`src/rtl/pwm_deadtime.sv`:
```
// Half-bridge dead-time generator: splits pwm_in into non-overlapping hi/lo gates with a dead band at every edge.
// Gates react one edge after pwm_q changes, plus dead_time cycles; no backpressure; a latched fault holds both gates off.
module pwm_deadtime #(
   parameter int WIDTH_DT = 8
) (
   input  logic                clk,
   input  logic                reset_n,
   input  logic                enable,
   input  logic                pwm_in,
   input  logic [WIDTH_DT-1:0] dead_time,
   input  logic                fault,
   input  logic                fault_clr,
   output logic                pwm_hi,
   output logic                pwm_lo,
   output logic                dead_active,
   output logic                fault_latched
);

   typedef enum logic [4:0] {
      IDLE = 5'b00001,
      DT_H = 5'b00010,
      HIGH = 5'b00100,
      DT_L = 5'b01000,
      LOW  = 5'b10000
   } state_t;

   localparam logic [WIDTH_DT-1:0] CNT_ONE = WIDTH_DT'(1);

   state_t              state;
   state_t              state_nxt;
   logic                pwm_q;
   logic [WIDTH_DT-1:0] cnt;
   logic [WIDTH_DT-1:0] cnt_nxt;
   logic                fault_nxt;
   logic                go_hi;
   logic                go_lo;

   always_ff @(posedge clk or negedge reset_n) begin
      if (!reset_n) begin
         state         <= IDLE;
         pwm_q         <= 1'b0;
         cnt           <= '0;
         fault_latched <= 1'b0;
      end else begin
         state         <= state_nxt;
         pwm_q         <= pwm_in;
         cnt           <= cnt_nxt;
         fault_latched <= fault_nxt;
      end
   end

   always_comb begin
      state_nxt = state;
      cnt_nxt   = cnt;
      fault_nxt = fault_latched;
      go_hi     = 1'b0;
      go_lo     = 1'b0;

      if (fault) begin
         fault_nxt = 1'b1;
      end else if (fault_clr) begin
         fault_nxt = 1'b0;
      end

      // Shutdown uses the latch value from before this edge, so a clear takes one extra cycle to restart.
      if (fault || !enable || fault_latched) begin
         state_nxt = IDLE;
      end else begin
         case (state)
            IDLE: begin
               if (pwm_q) go_hi = 1'b1;
               else       go_lo = 1'b1;
            end
            HIGH: begin
               if (!pwm_q) go_lo = 1'b1;
            end
            LOW: begin
               if (pwm_q) go_hi = 1'b1;
            end
            DT_H: begin
               if (!pwm_q)          state_nxt = LOW;
               else if (cnt == '0)  state_nxt = HIGH;
               else                 cnt_nxt   = cnt - CNT_ONE;
            end
            DT_L: begin
               if (pwm_q)           state_nxt = HIGH;
               else if (cnt == '0)  state_nxt = LOW;
               else                 cnt_nxt   = cnt - CNT_ONE;
            end
            default: state_nxt = IDLE;
         endcase

         // dead_time is sampled only here, when a band is entered.
         if (go_hi) begin
            if (dead_time == '0) begin
               state_nxt = HIGH;
            end else begin
               state_nxt = DT_H;
               cnt_nxt   = dead_time - CNT_ONE;
            end
         end else if (go_lo) begin
            if (dead_time == '0) begin
               state_nxt = LOW;
            end else begin
               state_nxt = DT_L;
               cnt_nxt   = dead_time - CNT_ONE;
            end
         end
      end
   end

   assign pwm_hi      = (state == HIGH);
   assign pwm_lo      = (state == LOW);
   assign dead_active = (state == DT_H) || (state == DT_L);

endmodule

```
`config.mk`:
```
export PLATFORM = sky130hd
export DESIGN_NAME = pwm_deadtime
export DESIGN_NICKNAME = d
export VERILOG_FILES = /design/src/rtl/pwm_deadtime.sv
export SDC_FILE = /design/constraint.sdc
export NUM_CORES = 1
export LEC_CHECK = 0
export CORE_ASPECT_RATIO = 0.9
export CORE_MARGIN = 2
export CORE_UTILIZATION = 40
export DETAILED_ROUTE_END_ITERATION = 10
export SETUP_SLACK_MARGIN = 0.3
export SYNTH_ARGS = -nofsm -noshare
export SYNTH_HDL_FRONTEND = slang
export SYNTH_SLANG_ARGS = --single-unit
export TNS_END_PERCENT = 20
```
`constraint.sdc`:
```
create_clock -name clk -period 1.8 [get_ports clk]
set_input_delay 0.36 -clock clk [delete_from_list [all_inputs] [get_ports clk]]
set_output_delay 0.36 -clock clk [all_outputs]
set_load 0.01 [all_outputs]
```
-- Yosys cells after proc, flatten, opt, wreduce, memory -nomap -nowiden
Index checks and enable logic that the tools add are counted.
- output and inout port bits: 4
- input bits: 14
- register bits after elaboration: 15
- word-level logic and storage cells: 50
- reductions and logical operators: 11
- mux-type cells: 25
- equal/unequal tests: 8
- $add $sub $neg: 2
- operator list (cell ; count):
    two-way mux 8 bit ; 6
    two-way mux 5 bit ; 8
    logical NOT 8 bit ; 2
    one-hot mux 8 bit (2 select lines) ; 1
    subtractor 8 x 1 -> 8 bit (second input constant) ; 2
    one-hot mux 5 bit (3 select lines) ; 1
    != test 6 bit (second input constant) ; 2
    two-way mux 1 bit ; 8
    == test 5 x 1 -> 1 bit (second input constant) ; 1
    == test 5 x 2 -> 1 bit (second input constant) ; 1
    == test 5 x 3 -> 1 bit (second input constant) ; 1
    == test 5 x 4 -> 1 bit (second input constant) ; 1
    == test 5 bit (second input constant) ; 1
    != test 4 x 1 -> 1 bit (second input constant) ; 1
    OR reduction 2 bit ; 2
    logical OR 1 bit ; 3
    two-way mux 3 bit ; 1
    AND reduction 3 bit ; 1
    OR reduction 3 bit ; 1
    nonzero test 2 bit ; 1
    logical NOT 1 bit ; 1

-- Longest topological paths before layout
- depth in word-level cells: 7
- mapped depth: 8
- mapped depth without buffers: 7

-- Least setup slack after synthesis
No wires, ideal clock.
- path type: input-to-reg
- from: in dead_time[0]
- to: reg cnt[7]
- stages on the path: 8
- path buffers: 1
- data required time: 1674 ps
- path slack: -12 ps
- library setup time: 126 ps
- arrival: 1686 ps
- path through: inv_1 > ha_1 > or2b_2 > nor3_4 > or3_1 > buf_6 > o21ai_2 > a221o_1
- word-level cells in the longest chain between the ends: 4
- elaborated cells on any way between the ends: 5
- classes of those cells: 1 x add/sub; 3 x mux; 1 x reduce/logical
- ends and longest elaborated chain (item ; line ; RTL):
    start: declaration ; 10 ; input logic [WIDTH_DT-1:0] dead_time,
    subtractor 8 x 1 -> 8 bit / logical NOT 8 bit (equally long branches) ; - ;
    two-way mux 8 bit * ; 95, 102 ;
    two-way mux 8 bit ; 101 ; end else if (go_lo) begin
    two-way mux 8 bit * ; 94 ; if (go_hi) begin
    end signal: assignment ; 47 ; cnt <= cnt_nxt;
    end: declaration ; 32 ; logic [WIDTH_DT-1:0] cnt;
Mark *: on every way between the ends. The rest lies on a longest branch, timed or not.
A chain may end at the register's enable or synchronous reset.

-- Final worst setup path
- from: reg state[0]
- to: reg state[4]
- word-level cells in the longest chain between the ends: 7
- elaborated cells on any way between the ends: 20
- classes of those cells: 8 x eq/ne; 8 x mux; 4 x reduce/logical
- ends and longest elaborated chain (item ; line ; RTL):
    start: declaration ; 29 ; state_t state;
    start signal: assignment ; 45 ; state <= state_nxt;
    parallel branches: the longest is 7 deep, another holds != test 6 bit ; - ;
Parallel ways; which one is timed is not known. The select of a mux whose other input is x is not followed.

==> summary.txt <==
Clock tree
  • Clk Latency, worst-skew pair: 0.29 ns
  • Hold_buf cts: 0
  • H-tree depth: 1
  • Clk slew on worst S/H paths: 0.09 ns
  • TritonCTS Buffers: 3
  • Max clock buf depth: 2
  • CTS tree: done
  • TritonCTS Sinks: 15
  • Root Buffer: clkbuf_4

Yosys
  • Synth Warn #: 0
  • Synth top area share: 0.275
  • Area contributors post-synth: dfrtp_1 28%, a21oi_1 3.5%, nand2_1 3.5%
  • #FFs+latches synth: 15
  • Synthesized instance count: 145
  • Post-synth ARST share: 1.00
  • Post-Syn Area: 1270 sq um
  • Sequential area share after synthesis: 0.296
  • Post-synth net total: 162
  • Yosys top cell by area: dfrtp_1
  • Syn_area_per_cell: 8.78 sq um
  • Post-synth top cells: 14 x dfrtp_1, 12 x nand2_1, 9 x a21oi_1, 8 x nor2_1
  • Count leader, synth: dfrtp_1
  • EDFF count, synth: 0
  • Cell variety after synth: 58
  • Post-synth top flop: dfrtp_1

Finish
  • Antenna diodes: 0
  • Syn-to-layout area delta: 65.7%
  • Nets: 234
  • Fraction of layout cells with a size suffix above 1: 0.505

Placement
  • Dpl hpwl: 2950 microns
  • Pre-CTS setup slack: -0.571 ns
  • RePlAce Congestion: 0.939
  • Port-buffer cells: 17

GRT
  • First-pass GRT wire length: 6870 microns
  • GRT overflow: 0
  • Initial antenna violation count: 0
  • Largest net degree at the start of global routing: 16
  • Number of global-route vias before repair: 1,494
  • Total GRT Usage: 0.238

Floorplan
  • DIE HEIGHT: 57.5 microns
  • I/O Pins: 18
  • Starting Density: 0.418
  • FP Rows: 19
  • Core Area: 3040 sq um
  • Die Area: 3650 sq um
  • DIE WIDTH: 63.5 microns

STA
  • RSZ-0062 raised after global routing: true
  • F_max: 528 MHz
  • Final period util: 1.05
  • Slew Limit Fails: 0
  • Final Hold Viols: 0
  • Actual slew at the worst max-slew pin: 0.390 ns
  • Sum Neg Setup Slack: -0.467 ns
  • Worst hold slack: 0.372 ns
  • Final Setup Violations: 9
  • Worst setup margin: -0.0939 ns
  • Max_slew headroom: 0.738
  • Minimum clock period after layout: 1.89 ns
  • Clk_skew: 0.00109 ns

Critical path
  • Critical path cell sequence: and4bb_2 -> nor3_4 -> nor2_2 -> a211oi_2 -> buf_4 -> mux2_4
  • Cell with the biggest individual delay on the critical path: dfstp_2
  • Largest delay share family, worst path: simple AND/OR/NAND/NOR gates
  • CP arrival: 2.08 ns
  • CP Max Fanout: 4
  • Crit. End Element: flop
  • Critical setup path kind: flop to flop
  • CP max stage delay: 0.57 ns
  • Critical path buffers and inverters: 1
  • CP required: 1.99 ns
  • Worst Setup Start Kind: flop

Detailed routing
  • Via density: 5.68
  • DRC Markers: 0
  • Drt total wl: 4330 microns
  • WL/cell: 16.8 microns
  • DR vias: 1,465
  • DRT iter0 DRCs: 90
  • Antenna viol nets, final: 0
  • Pre-Repair DR Iteration Count: 4

Pwr
  • LEAKAGE: 0.890 nW
  • Total power: 0.00107 W
  • Max VDD drop: 0.405 mV
  • PwrDens: 507 nW/um^2

Worst hold path
  • Worst hold path type: primary input to asynchronous set/reset pin

Job
  • Max-Cap Viols: 0

Run status
  • Run status: finished, violations left
  • Failing checks: setup timing
[cells by family (layout without fill, tap and decap cells)]
group                      after synthesis  in the layout  share of synthesized area
and+or+nand+nor                         63             64                      0.315
AOI/OAI and AO/OA                       42             42                      0.234
DFF                                     15             15                      0.296
buffers and inverters                   12             82                     0.0531
xor gates and xnor gates                 8              8                     0.0551
adders and majority gates                3              3                     0.0295
muxes                                    2              2                     0.0177
[timing repair]
item	CTS	global route
gates resized for setup	63	12
buffers inserted	8	3
gates cloned	1	0
pin swaps	21	9
endpoints found under the setup margin	17	16
endpoints found under the hold margin	0	0
[report_power, final]
part | internal [W] | switching (W)
combinational | 0.000214 | 0.000208
clock | 0.0000864 | 0.000121
sequential | 0.000384 | 0.0000552
[per-stage QoR]
step                      utilization  instances  instance area (sq um)
after floorplan                     -        145                   1290
after global placement          0.591        242                   1800
after global routing            0.693        258                   2110
after detailed placement        0.591        242                   1800
after CTS                       0.662        255                   2010
final                           0.693        258                   2110
[state kept, by name, indices dropped and copies added, names as in the netlist]
| register | flops |
|---|---|
| cnt | 8 |
| fault_latched | 1 |
| pwm_q | 1 |
| state | 5 |
[cells in the final DEF (no fill, tap or decap), types with 2 or more instances in the layout]
| cell | n |
|---|---|
| mux2_4 | 2 |
| nand2_1 | 12 |
| or3_4 | 2 |
| buf_6 | 8 |
| nand2b_1 | 4 |
| nor3_2 | 2 |
| nor2_1 | 7 |
| a211oi_2 | 2 |
| clkbuf_4 | 3 |
| ha_1 | 2 |
| dlygate4sd2_1 | 4 |
| clkdlybuf4s50_1 | 7 |
| nand3_1 | 2 |
| o21ai_0 | 5 |
| buf_2 | 5 |
| o21ai_2 | 2 |
| a21oi_2 | 2 |
| nor3b_1 | 2 |
| nor4_1 | 3 |
| buf_4 | 48 |
| a21boi_0 | 2 |
| inv_1 | 5 |
| nor4b_4 | 3 |
| o22a_1 | 3 |
| dfrtp_2 | 2 |
| nand4_1 | 2 |
| xnor2_1 | 4 |
| xor2_1 | 3 |
| dfrtp_1 | 12 |
| nor3_1 | 5 |
| nor3_4 | 3 |
| a21oi_1 | 6 |
[worst register-to-register path: stages (launching register included)]
cell	delay [ns]
dfstp_2	0.57
and4bb_2	0.26
nor3_4	0.27
nor2_2	0.08
a211oi_2	0.15
buf_4	0.17
mux2_4	0.29
[area by class of cell]
| type | instances | area, sq um |
|---|---|---|
| Clock buffer | 4 | 26.3 |
| Fill cell | 265 | 935 |
| Inverter | 5 | 18.8 |
| Timing Repair Buffer | 73 | 591 |
| Sequential cell | 15 | 379 |
| Tap cell | 42 | 52.6 |
| Multi-Input combinational cell | 119 | 1040 |
[metal layers]
metal  track usage  wire length [microns]  up-vias
li1              -                      -      695
met1         0.301                   1810      698
met2         0.411                   2150       54
met3        0.0592                    258       18
met4        0.0559                    106        0
met5             0                      0        -
[worst paths after layout]
path	from	cells after the start	end	slack (ns)
hold / removal	reset_n	2	pwm_q	0.37
hold reg to reg	fault_latched	1	fault_latched	0.53
setup reg to reg	state[0]	6	state[4]	-0.09
min in group clk	pwm_in	1	pwm_q	0.50
setup / recovery	state[0]	6	state[4]	-0.09
max in group asynchronous	reset_n	2	state[0]	1.18
No activity file was read; power rests on OpenSTA's default activity.
